File: config.mk
export PLATFORM = sky130hd
export DESIGN_NAME = alu_arbiter
export DESIGN_NICKNAME = d
export VERILOG_FILES = /design/src/rtl/alu_arbiter.sv
export SDC_FILE = /design/constraint.sdc
export NUM_CORES = 1
export LEC_CHECK = 0
export BUFFER_PORTS_ARGS = -buffer_cell sky130_fd_sc_hd__buf_2
export CAP_MARGIN = 10
export CORE_MARGIN = 5
export CORE_UTILIZATION = 40
export CTS_CLUSTER_DIAMETER = 150
export DETAILED_ROUTE_END_ITERATION = 16
export PLACE_DENSITY = 0.77
export SLEW_MARGIN = 5
export SYNTH_ARGS = -nofsm -noshare
export SYNTH_HDL_FRONTEND = slang
export SYNTH_SLANG_ARGS = --single-unit
File: constraint.sdc
create_clock -name clk_i -period 2.1 [get_ports clk_i]
set_input_delay 0.42 -clock clk_i [delete_from_list [all_inputs] [get_ports clk_i]]
set_output_delay 0.42 -clock clk_i [all_outputs]
set_load 0.02 [all_outputs]
File: src/rtl/alu_arbiter.sv
// Two-requester front end for a single shared combinational ALU.
// One operation is in flight at a time: a request is granted in IDLE,
// its operands drive the ALU for one cycle (or MUL_CYCLES for a multiply),
// and the result is held for the owning requester until it is consumed.
module alu_arbiter #(
   parameter int unsigned MUL_CYCLES = 2
) (
   input  logic        clk_i,
   input  logic        rst_i,
   input  logic        req0_valid_i,
   output logic        req0_ready_o,
   input  logic [2:0]  req0_ctrl_i,
   input  logic [31:0] req0_data1_i,
   input  logic [31:0] req0_data2_i,
   input  logic        req1_valid_i,
   output logic        req1_ready_o,
   input  logic [2:0]  req1_ctrl_i,
   input  logic [31:0] req1_data1_i,
   input  logic [31:0] req1_data2_i,
   output logic        resp0_valid_o,
   input  logic        resp0_ready_i,
   output logic [31:0] resp0_data_o,
   output logic        resp1_valid_o,
   input  logic        resp1_ready_i,
   output logic [31:0] resp1_data_o,
   output logic [31:0] alu_data1_o,
   output logic [31:0] alu_data2_o,
   output logic [2:0]  alu_ctrl_o,
   input  logic [31:0] alu_data_i,
   output logic        busy_o
);

   typedef enum logic [1:0] {
      IDLE = 2'd0,
      EXEC = 2'd1,
      RESP = 2'd2
   } state_t;

   localparam logic [2:0] CTRL_MUL = 3'b101;
   localparam logic [3:0] MUL_CNT  = 4'(MUL_CYCLES);

   state_t      state_q, state_d;
   logic [3:0]  cnt_q, cnt_d;
   logic        last_grant_q, last_grant_d;
   logic        gid_q, gid_d;
   logic [2:0]  ctrl_q, ctrl_d;
   logic [31:0] data1_q, data1_d;
   logic [31:0] data2_q, data2_d;
   logic [31:0] result_q, result_d;

   logic        grant;
   logic        any_valid;
   logic        transfer;
   logic        resp_ready;
   logic [2:0]  sel_ctrl;

   // Round-robin grant: a lone requester wins, on contention the one not served last wins.
   always_comb begin
      grant = ~last_grant_q;
      if (req0_valid_i && !req1_valid_i) begin
         grant = 1'b0;
      end else if (req1_valid_i && !req0_valid_i) begin
         grant = 1'b1;
      end
      any_valid    = req0_valid_i | req1_valid_i;
      req0_ready_o = (state_q == IDLE) && any_valid && !grant;
      req1_ready_o = (state_q == IDLE) && any_valid &&  grant;
      transfer     = (req0_valid_i && req0_ready_o) || (req1_valid_i && req1_ready_o);
      sel_ctrl     = grant ? req1_ctrl_i : req0_ctrl_i;
      resp_ready   = gid_q ? resp1_ready_i : resp0_ready_i;
   end

   // Next-state and register-update logic for the operation sequencer.
   always_comb begin
      // NOTE: every _d starts as its _q so that no path through the case leaves a
      // signal unassigned, which would otherwise infer a latch.
      state_d      = state_q;
      cnt_d        = cnt_q;
      last_grant_d = last_grant_q;
      gid_d        = gid_q;
      ctrl_d       = ctrl_q;
      data1_d      = data1_q;
      data2_d      = data2_q;
      result_d     = result_q;
      case (state_q)
         IDLE: begin
            if (transfer) begin
               state_d      = EXEC;
               gid_d        = grant;
               last_grant_d = grant;
               ctrl_d       = sel_ctrl;
               data1_d      = grant ? req1_data1_i : req0_data1_i;
               data2_d      = grant ? req1_data2_i : req0_data2_i;
               cnt_d        = (sel_ctrl == CTRL_MUL) ? MUL_CNT : 4'd1;
            end
         end
         EXEC: begin
            if (cnt_q <= 4'd1) begin
               result_d = alu_data_i;
               cnt_d    = 4'd0;
               state_d  = RESP;
            end else begin
               cnt_d = cnt_q - 4'd1;
            end
         end
         RESP: begin
            if (resp_ready) begin
               state_d = IDLE;
            end
         end
         default: state_d = IDLE;
      endcase
   end

   // State and datapath registers with synchronous reset.
   always_ff @(posedge clk_i) begin
      // NOTE: non-blocking assignments so every register samples pre-edge values.
      if (rst_i) begin
         state_q      <= IDLE;
         cnt_q        <= 4'd0;
         last_grant_q <= 1'b1;
         gid_q        <= 1'b0;
         ctrl_q       <= 3'd0;
         data1_q      <= 32'd0;
         data2_q      <= 32'd0;
         result_q     <= 32'd0;
      end else begin
         state_q      <= state_d;
         cnt_q        <= cnt_d;
         last_grant_q <= last_grant_d;
         gid_q        <= gid_d;
         ctrl_q       <= ctrl_d;
         data1_q      <= data1_d;
         data2_q      <= data2_d;
         result_q     <= result_d;
      end
   end

   // Operand registers only change on a transfer, so the ALU drive holds its last value outside EXEC.
   assign alu_data1_o   = data1_q;
   assign alu_data2_o   = data2_q;
   assign alu_ctrl_o    = ctrl_q;
   assign resp0_valid_o = (state_q == RESP) && !gid_q;
   assign resp1_valid_o = (state_q == RESP) &&  gid_q;
   assign resp0_data_o  = result_q;
   assign resp1_data_o  = result_q;
   assign busy_o        = (state_q != IDLE);

endmodule

==> results of run 1 <==
[where the power goes]
part           internal [mW]  total [mW]  switching (mW)
logic                   1.66        4.58            2.91
registers               2.74        3.15           0.412
clock network          0.971        1.75           0.779
total                   5.37        9.48            4.11
[logic make-up (layout without fill, tap and decap cells)]
family	count (synthesis)	after routing	share of synthesized area (%)
compound gates	109	109	15.9
xor+xnor	2	2	0.371
fa+ha+maj	3	3	0.768
buf+inv	81	342	9.62
flops	107	107	45.4
mux	68	68	14.4
simple gates	158	158	13.6
[final cells by class]
class	instances	area [µm²]	area share [%]
multi-input cells	340	2140	33.0
repair buffers	319	1680	25.9
clock inverters	6	71.3	1.10
inverters	7	26.3	0.406
clock buffers	10	239	3.69
flip-flops and latches	107	2140	33.1
well taps	143	179	2.76
[layout by cell type, fill, tap and decap left out, drive strengths merged, types with 3 or more instances in the layout]
master,synthesis,routed
buf,52,319
dfxtp,107,107
nor2,76,76
mux2i,68,68
a211oi,67,67
nand2,65,65
a21oi,33,33
clkbuf,22,10
inv,7,9
nor3,3,3
nor4,3,3
[worst min path at each step]
stage | startpoint | to | slack, ps | cells after the start
floorplan | last_grant_q | last_grant_q | 450 | 1
global placement | resp0_data_o[20] | resp0_data_o[20] | 450 | 2
detailed placement | resp0_data_o[0] | resp0_data_o[0] | 460 | 2
CTS | alu_data_i[8] | resp0_data_o[8] | 300 | 3
global route | alu_data_i[22] | resp0_data_o[22] | 310 | 3
finish | alu_data_i[9] | resp0_data_o[9] | 310 | 3
[per-stage QoR]
step | utilization [%] | total power [mW]
detailed placement | 53.5 | 7.83
global placement | 53.5 | 7.78
finish | 56.2 | 9.48
global route | 56.2 | 10.2
CTS | 56.2 | 9.59
floorplan | - | 6.52
[registers in the layout (all words and copies together) (netlist names)]
| name | cells |
|---|---|
| alu_data2_o | 32 |
| cnt_q | 4 |
| resp0_data_o | 32 |
| state_q | 2 |
| gid_q | 1 |
| alu_ctrl_o | 3 |
| last_grant_q | 1 |
| alu_data1_o | 32 |
[what timing repair did]
action / CTS / global route
setup buffers: 0 / 0
hold buffers: 0 / 0
endpoints found under the setup margin: 0 / 1
gates resized for setup: 0 / 1
[routing by layer]
| layer | GRT usage, % | wire, µm | up-vias |
|---|---|---|---|
| li1 | - | - | 2331 |
| met1 | 22.0 | 5620 | 1974 |
| met2 | 32.4 | 6790 | 181 |
| met3 | 4.78 | 1050 | 12 |
| met4 | 5.00 | 153 | 0 |
| met5 | 0 | 0 | - |
[worst max-delay path, stage by stage, from the launching register on]
cell     delay, ps
dfxtp_1        380
nor2_2         180
inv_1          100
nor2_4         180
and2_1         170
buf_2          170
==> results.toml, run 1 <==
[drt]
drtIter0Drc = 190
postRouteAntennaNets = 0
avgRoutedWirePerCell_um = 14.6
vias_per_cell = 4.83
routed_wl_um = 13600
vias = 4498
drtPass1Iterations = 5
route.detailed.drc = 0

[layout]
syn2layout_area_growth_pct = 37.1
final_area_um2 = 6470
fin_nets = 958
drive_above_1_share_pct = 43.2
fill_cells = 1105
num_antenna_cells = 0
layout.cells.non_filler = 932

[worst_setup_path]
cp.arrival_ps = 1520
timing.rr.end = "resp0_data_o[31]"
critPathCapture = "req0_ready_o"
r2r-start = "state_q[0]"
end_kind = "output pin"
cp.required_ps = 1680
path_class = "reg -> out"
crit_path_start = "state_q[1]"
startpoint_type = "flip-flop"
cp_max_fo = 8
reg2regPathDepth = 5
r2r_slack_ps = 450

[sta]
setup_tns_ps = 0
rsz0062_at_grt = "no"
tightestPinTransition_ps = 595
fin_skew_ps = 7.29
fin_crit_sh_pct = 92.4
fmax_mhz = 516
fin_ws_ps = 161
setup_violations = 0
hold_viol = 0
drv_slew = 0
fin_crit_ps = 1940
hold_ws_ps = 312
slew_headroom_pct = 60.4

[synth]
synth_area_um2 = 4720
synth_area_leaders = "dfxtp_1 (45%), mux2i_1 (14%), a211oi_1 (11%), nor2_1 (6.0%), nand2_1 (5.2%)"
ys_warn_count = 0
syn_nets = 702
ys_seq_area_share_pct = 45.4
synth_most_common_cell = "dfxtp_1"
ys_ff_latch = 107
synth.distinct_cells = 35
synth_ff_type = "dfxtp_1"
synthCells = 528
synth_top_cell_area_share_pct = 45.4
synth.top_cells.by_count = "dfxtp_1 (107), nor2_1 (76), mux2i_1 (68), a211oi_1 (67), nand2_1 (65)"
synth_edf_count = 0
yosys.area.top_type = "dfxtp_1"
async_reset_ff_share_pct = 0
avgSynthCellArea_um2 = 8.94

[flow_run]
drv_cap = 0

[cts]
cts_root_buf = "clkbuf_16"
clkTransAtPathRegs_ps = 70
htreeDepth = 3
numCtsBuffers = 9
cts.path.max_buffers = 2
cts_tree = "built"
clk_latency_ps = 340
clkSinkCount = 107

[global_routing]
grt_pass1_vias = 4267
globalRoute.totalOverflow = 0
grt_usage_pct = 18.3
antenna_found_initial = 0
grt_max_degree = 66
grt_first_pass_wirelength_um = 21500

[power]
vdd_drop_max_mv = 0.815
p_leak_nw = 3.39
p_per_area_nw_per_um2 = 1460

[floorplanning]
start_util_pct = 41.0
die-area_um2 = 14100
coreArea_um2 = 11500
die_height_um = 119
rows = 39
die-width_um = 119
ios = 308

[hold_path]
hp-class = "in -> reg"

[placed_design]
placedCellCount = 916
io_buffer_count = 307
gp_congestion = 0.791
place_area_um2 = 6160
dp_hpwl_um = 10500
dp_worst_setup_slack_ps = 278

[run_status]
status = "finished, final reports clean"
Power figures use the tool's default switching activity.
==> run 2: changes to the inputs <==
PLACE_DENSITY = default   (was 0.77)
PLACE_DENSITY_LB_ADDON = 0.3   (was default)
==> results.toml, run 2 (synthesis gave the netlist of run 1 again) <==
[sta]
fin_ws_ps = 188
slew_headroom_pct = 64.5
fin_crit_sh_pct = 91.0
fin_skew_ps = 6.75
setup_tns_ps = 0
setup_violations = 0
tightestPinTransition_ps = 533
hold_viol = 0
rsz0062_at_grt = "no"
fmax_mhz = 523
drv_slew = 0
fin_crit_ps = 1910

[drt]
drtPass1Iterations = 4
routed_wl_um = 13900
avgRoutedWirePerCell_um = 14.9
vias = 4617
vias_per_cell = 4.95
postRouteAntennaNets = 0
drtIter0Drc = 212
route.detailed.drc = 0

[floorplanning]
coreArea_um2 = 11500
start_util_pct = 41.0
die-area_um2 = 14100
ios = 308
rows = 39
die_height_um = 119
die-width_um = 119

[worst_setup_path]
path_class = "reg -> out"
end_kind = "output pin"
cp.required_ps = 1680
r2r_slack_ps = 440
cp_max_fo = 8
startpoint_type = "flip-flop"
cp.arrival_ps = 1490

[cts]
numCtsBuffers = 9
cts_resized = 0
clkTransAtPathRegs_ps = 70
cts_hold_buffers = 0
cts_root_buf = "clkbuf_16"
cts.path.max_buffers = 2
postCtsSetupRepairBufs = 0
clkSinkCount = 107
cts_tree = "built"
htreeDepth = 3
clk_latency_ps = 340

[flow_run]
drv_cap = 0

[global_routing]
grt_usage_pct = 18.5
grt_first_pass_wirelength_um = 21900
grt_max_degree = 63
globalRoute.totalOverflow = 0
grt_pass1_vias = 4548
antenna_found_initial = 0

[power]
vdd_drop_max_mv = 0.603
p_leak_nw = 3.40
p_per_area_nw_per_um2 = 1480

[placed_design]
place_area_um2 = 6150
dp_hpwl_um = 10800
dp_worst_setup_slack_ps = 261
io_buffer_count = 307
gp_congestion = 0.767

[layout]
final_area_um2 = 6480
layout_common_cells = "buf_2 (306), dfxtp_1 (107), nor2_1 (75), mux2i_1 (68), a211oi_1 (67)"
drive_above_1_share_pct = 43.2
fin_nets = 959
num_antenna_cells = 0
layout_commonest_cell = "buf_2"
syn2layout_area_growth_pct = 37.3

[run_status]
status = "finished, final reports clean"

[hold_path]
hp-class = "in -> reg"
[run 2: changes by cell type in the layout (fill, tap and decap cells not counted)]
cell,change
buf_12,-1
inv_8,-1
nor2_1,+1
nor2_2,-1
clkinv_2,+1
buf_4,+2
clkinvlp_4,-1
bufinv_16,+1
[run 2: cell type report]
class	count	area, µm²
Sequential cell	107	2140
Fill cell	1053	5030
Multi-Input combinational cell	340	2140
Tap cell	143	179
Clock buffer	10	239
Timing Repair Buffer	320	1670
Clock inverter	6	87.6
Inverter	7	26.3
[run 2: routing by layer]
metal,track usage (%),wire length (µm),vias to the layer above
met2,34.8,7190,194
met5,0,0,-
met3,5.54,1150,16
met4,6.37,229,0
li1,-,-,2327
met1,19.6,5290,2080
[run 2: final timing paths]
kind                   startpoint               end  depth (start not counted)
setup / recovery       state_q[1]      req1_ready_o                          4
hold / removal     alu_data_i[11]  resp0_data_o[11]                          3
setup reg to reg       state_q[0]  resp0_data_o[16]                          5
hold reg to reg   resp0_data_o[0]   resp0_data_o[0]                          2
[run 2: critical path, stage by stage (launching register included)]
cell and delay [ps]:
dfxtp_1 380, nor2_1 190, o21ai_0 210, nor2_1 180
buf_2 200
[run 2: stage by stage]
stage          total power [mW]  std cells  utilization (%)  hold WS (ps)
2_1_floorplan              6.52        528                -           446
3_3_place_gp               7.70        916             53.4           451
3_5_place_dp               7.83        916             53.4           458
4_1_cts                    9.68        932             56.2           300
5_1_grt                    10.2        933             56.3           315
6_report                   9.57        933             56.3           315
[run 2: power by group]
part / switching [mW] / total, mW / leakage [nW] / internal (mW)
Combinational: 2.93 / 4.59 / 2.36 / 1.66
Clock: 0.745 / 1.83 / 0.163 / 1.08
Sequential: 0.411 / 3.15 / 0.884 / 2.74
==> run 3: changes to the inputs <==
--- a/config.mk
+++ b/config.mk
@@ -7,8 +7,9 @@
 export LEC_CHECK = 0
-export BUFFER_PORTS_ARGS = -buffer_cell sky130_fd_sc_hd__buf_2
+export ABC_AREA = 1
+export BUFFER_PORTS_ARGS = -buffer_cell sky130_fd_sc_hd__buf_4
 export CAP_MARGIN = 10
-export CORE_MARGIN = 5
-export CORE_UTILIZATION = 40
+export CORE_AREA = 5 5 116 118
 export CTS_CLUSTER_DIAMETER = 150
 export DETAILED_ROUTE_END_ITERATION = 16
+export DIE_AREA = 0 0 121 123
 export PLACE_DENSITY_LB_ADDON = 0.3
==> constraint.sdc (replaced) <==
create_clock -name clk_i -period 2.1 [get_ports clk_i]
set_input_delay 0.105 -clock clk_i [delete_from_list [all_inputs] [get_ports clk_i]]
set_output_delay 0.105 -clock clk_i [all_outputs]
set_load 0.02 [all_outputs]
==> results.toml, run 3 <==
[synth]
synth_top_cell_area_share_pct = 47.6
async_reset_ff_share_pct = 0
synth_area_um2 = 4500
synth_edf_count = 0
ys_warn_count = 0
synth.distinct_cells = 25
synth_area_leaders = "dfxtp_1 (48%), nand2_1 (16%), buf_4 (6.8%), a31oi_1 (6.0%), nor2_1 (5.7%)"
avgSynthCellArea_um2 = 7.50
synthCells = 600
syn_nets = 774
synth.top_cells.by_count = "nand2_1 (186), dfxtp_1 (107), nor2_1 (68), a31oi_1 (43), buf_4 (41)"
ys_ff_latch = 107
synth_most_common_cell = "nand2_1"
ys_seq_area_share_pct = 47.6
synth_ff_type = "dfxtp_1"
yosys.area.top_type = "dfxtp_1"

[cts]
clkSinkCount = 107
clkTransAtPathRegs_ps = 70
cts_root_buf = "clkbuf_16"
cts_tree = "built"
clk_latency_ps = 340
htreeDepth = 3
numCtsBuffers = 9
cts.path.max_buffers = 2

[floorplanning]
die_height_um = 123
start_util_pct = 36.4
die-width_um = 121
die-area_um2 = 14900
ios = 308
coreArea_um2 = 12400
rows = 41

[sta]
slew_headroom_pct = 69.8
hold_viol = 0
fin_skew_ps = 7.03
setup_violations = 0
fin_crit_sh_pct = 90.7
tightestPinTransition_ps = 454
drv_slew = 0
rsz0062_at_grt = "no"
fmax_mhz = 525
fin_crit_ps = 1900
setup_tns_ps = 0

[layout]
fill_cells = 1160
num_antenna_cells = 0
layout_common_cells = "buf_4 (316), nand2_1 (186), dfxtp_1 (107), nor2_1 (68), a31oi_1 (43)"
fin_nets = 1065
layout_commonest_cell = "buf_4"
drive_above_1_share_pct = 38.2
finish.utilization_pct = 59.0
syn2layout_area_growth_pct = 62.0

[worst_setup_path]
r2r-start = "cnt_q[0]"
startpoint_type = "flip-flop"
cp.arrival_ps = 1800
cp_max_fo = 65
end_kind = "output pin"
path_class = "reg -> out"
cp.required_ps = 2000
crit_path_start = "state_q[1]"

[drt]
vias_per_cell = 4.65
avgRoutedWirePerCell_um = 14.8
postRouteAntennaNets = 0
drtIter0Drc = 318
vias = 4967
route.detailed.drc = 0
routed_wl_um = 15800
drtPass1Iterations = 4

[hold_path]
hp-class = "in -> reg"
hp-start = "req1_data2_i[0]"

[flow_run]
drv_cap = 0

[global_routing]
grt_max_degree = 66
antenna_found_initial = 0
grt_first_pass_wirelength_um = 23700
grt_pass1_vias = 4721
globalRoute.totalOverflow = 0
grt_usage_pct = 20.0

[power]
power.internal_mw = 4.75
p_leak_nw = 3.58
p_comb_share_pct = 43.5
pwr-share-clk_pct = 20.6
p_per_area_nw_per_um2 = 1060
power_switching_mw = 2.98
switching_share_pct = 38.6
vdd_drop_max_mv = 0.414
p_seq_share_pct = 35.9

[placed_design]
dp_hpwl_um = 11400
gp_congestion = 0.813
io_buffer_count = 307

[run_status]
status = "finished, final reports clean"
## run 3: cells by family after synthesis
| kind of cell | count (synthesis) | synth area share [%] |
|---|---|---|
| buffers and inverters | 94 | 11.7 |
| adders and majority gates | 2 | 0.556 |
| AOI/OAI and AO/OA | 127 | 17.0 |
| DFF | 107 | 47.6 |
| and+or+nand+nor | 270 | 23.2 |
## run 3: worst paths after layout
path | to | slack (ps) | cells past startpoint
worst max-delay path | req1_ready_o | 200 | 7
worst min-delay path | alu_data2_o[0] | 20 | 3
worst min register to register | alu_data1_o[19] | 470 | 2
worst max register to register | resp0_data_o[4] | 430 | 7
## run 3: power by group through the flow
stage | clock, mW | sequential [mW] | combinational, mW
2_1_floorplan | 0 | 3.26 | 1.59
3_3_place_gp | 0 | 2.81 | 3.29
3_5_place_dp | 0 | 2.81 | 3.33
4_1_cts | 1.64 | 2.77 | 3.38
5_1_grt | 1.72 | 2.84 | 3.65
6_report | 1.59 | 2.78 | 3.36
## run 3: repair_timing
action / in CTS / in global routing
setup buffers: 0 / 0
hold endpoints to repair: 31 / 0
hold buffers: 31 / 0
resized for setup: 0 / 0
## run 3: metrics by stage
stage / power, mW / hold slack [ps] / std cells / setup slack (ps) / instance area, µm²
after CTS: 7.79 / 6.58 / 1068 / 184 / 7290
after global routing: 8.20 / 12.7 / 1068 / 73.4 / 7290
after global placement: 6.10 / 327 / 1021 / 464 / 6700
after floorplan: 4.84 / 240 / 600 / 571 / 4500
after detailed placement: 6.13 / 331 / 1021 / 455 / 6700
final: 7.73 / 20.4 / 1068 / 196 / 7290
## run 3: worst max-delay path, stage by stage, from the launching register on
cell and delay (ps):
dfxtp_1 340, nor2_2 190, o21ai_4 110, inv_2 140, nand2_1 100, inv_2 80, buf_12 260, buf_4 210
## run 3: final cells by class
class	instances	area, µm²	area share [%]
Timing Repair Buffer	349	2720	37.3
Sequential cell	107	2140	29.4
Inverter	25	93.8	1.29
Tap cell	172	215	2.95
Clock buffer	13	260	3.57
Clock inverter	3	21.3	0.292
Multi-Input combinational cell	399	1840	25.2
## run 3: per-layer routing
metal,vias to the layer above,global-route usage (%),routed length [µm]
met1,2235,22.1,6040
met5,-,0,0
li1,2512,-,-
met2,204,35.6,7810
met3,16,7.37,1690
met4,0,6.23,219
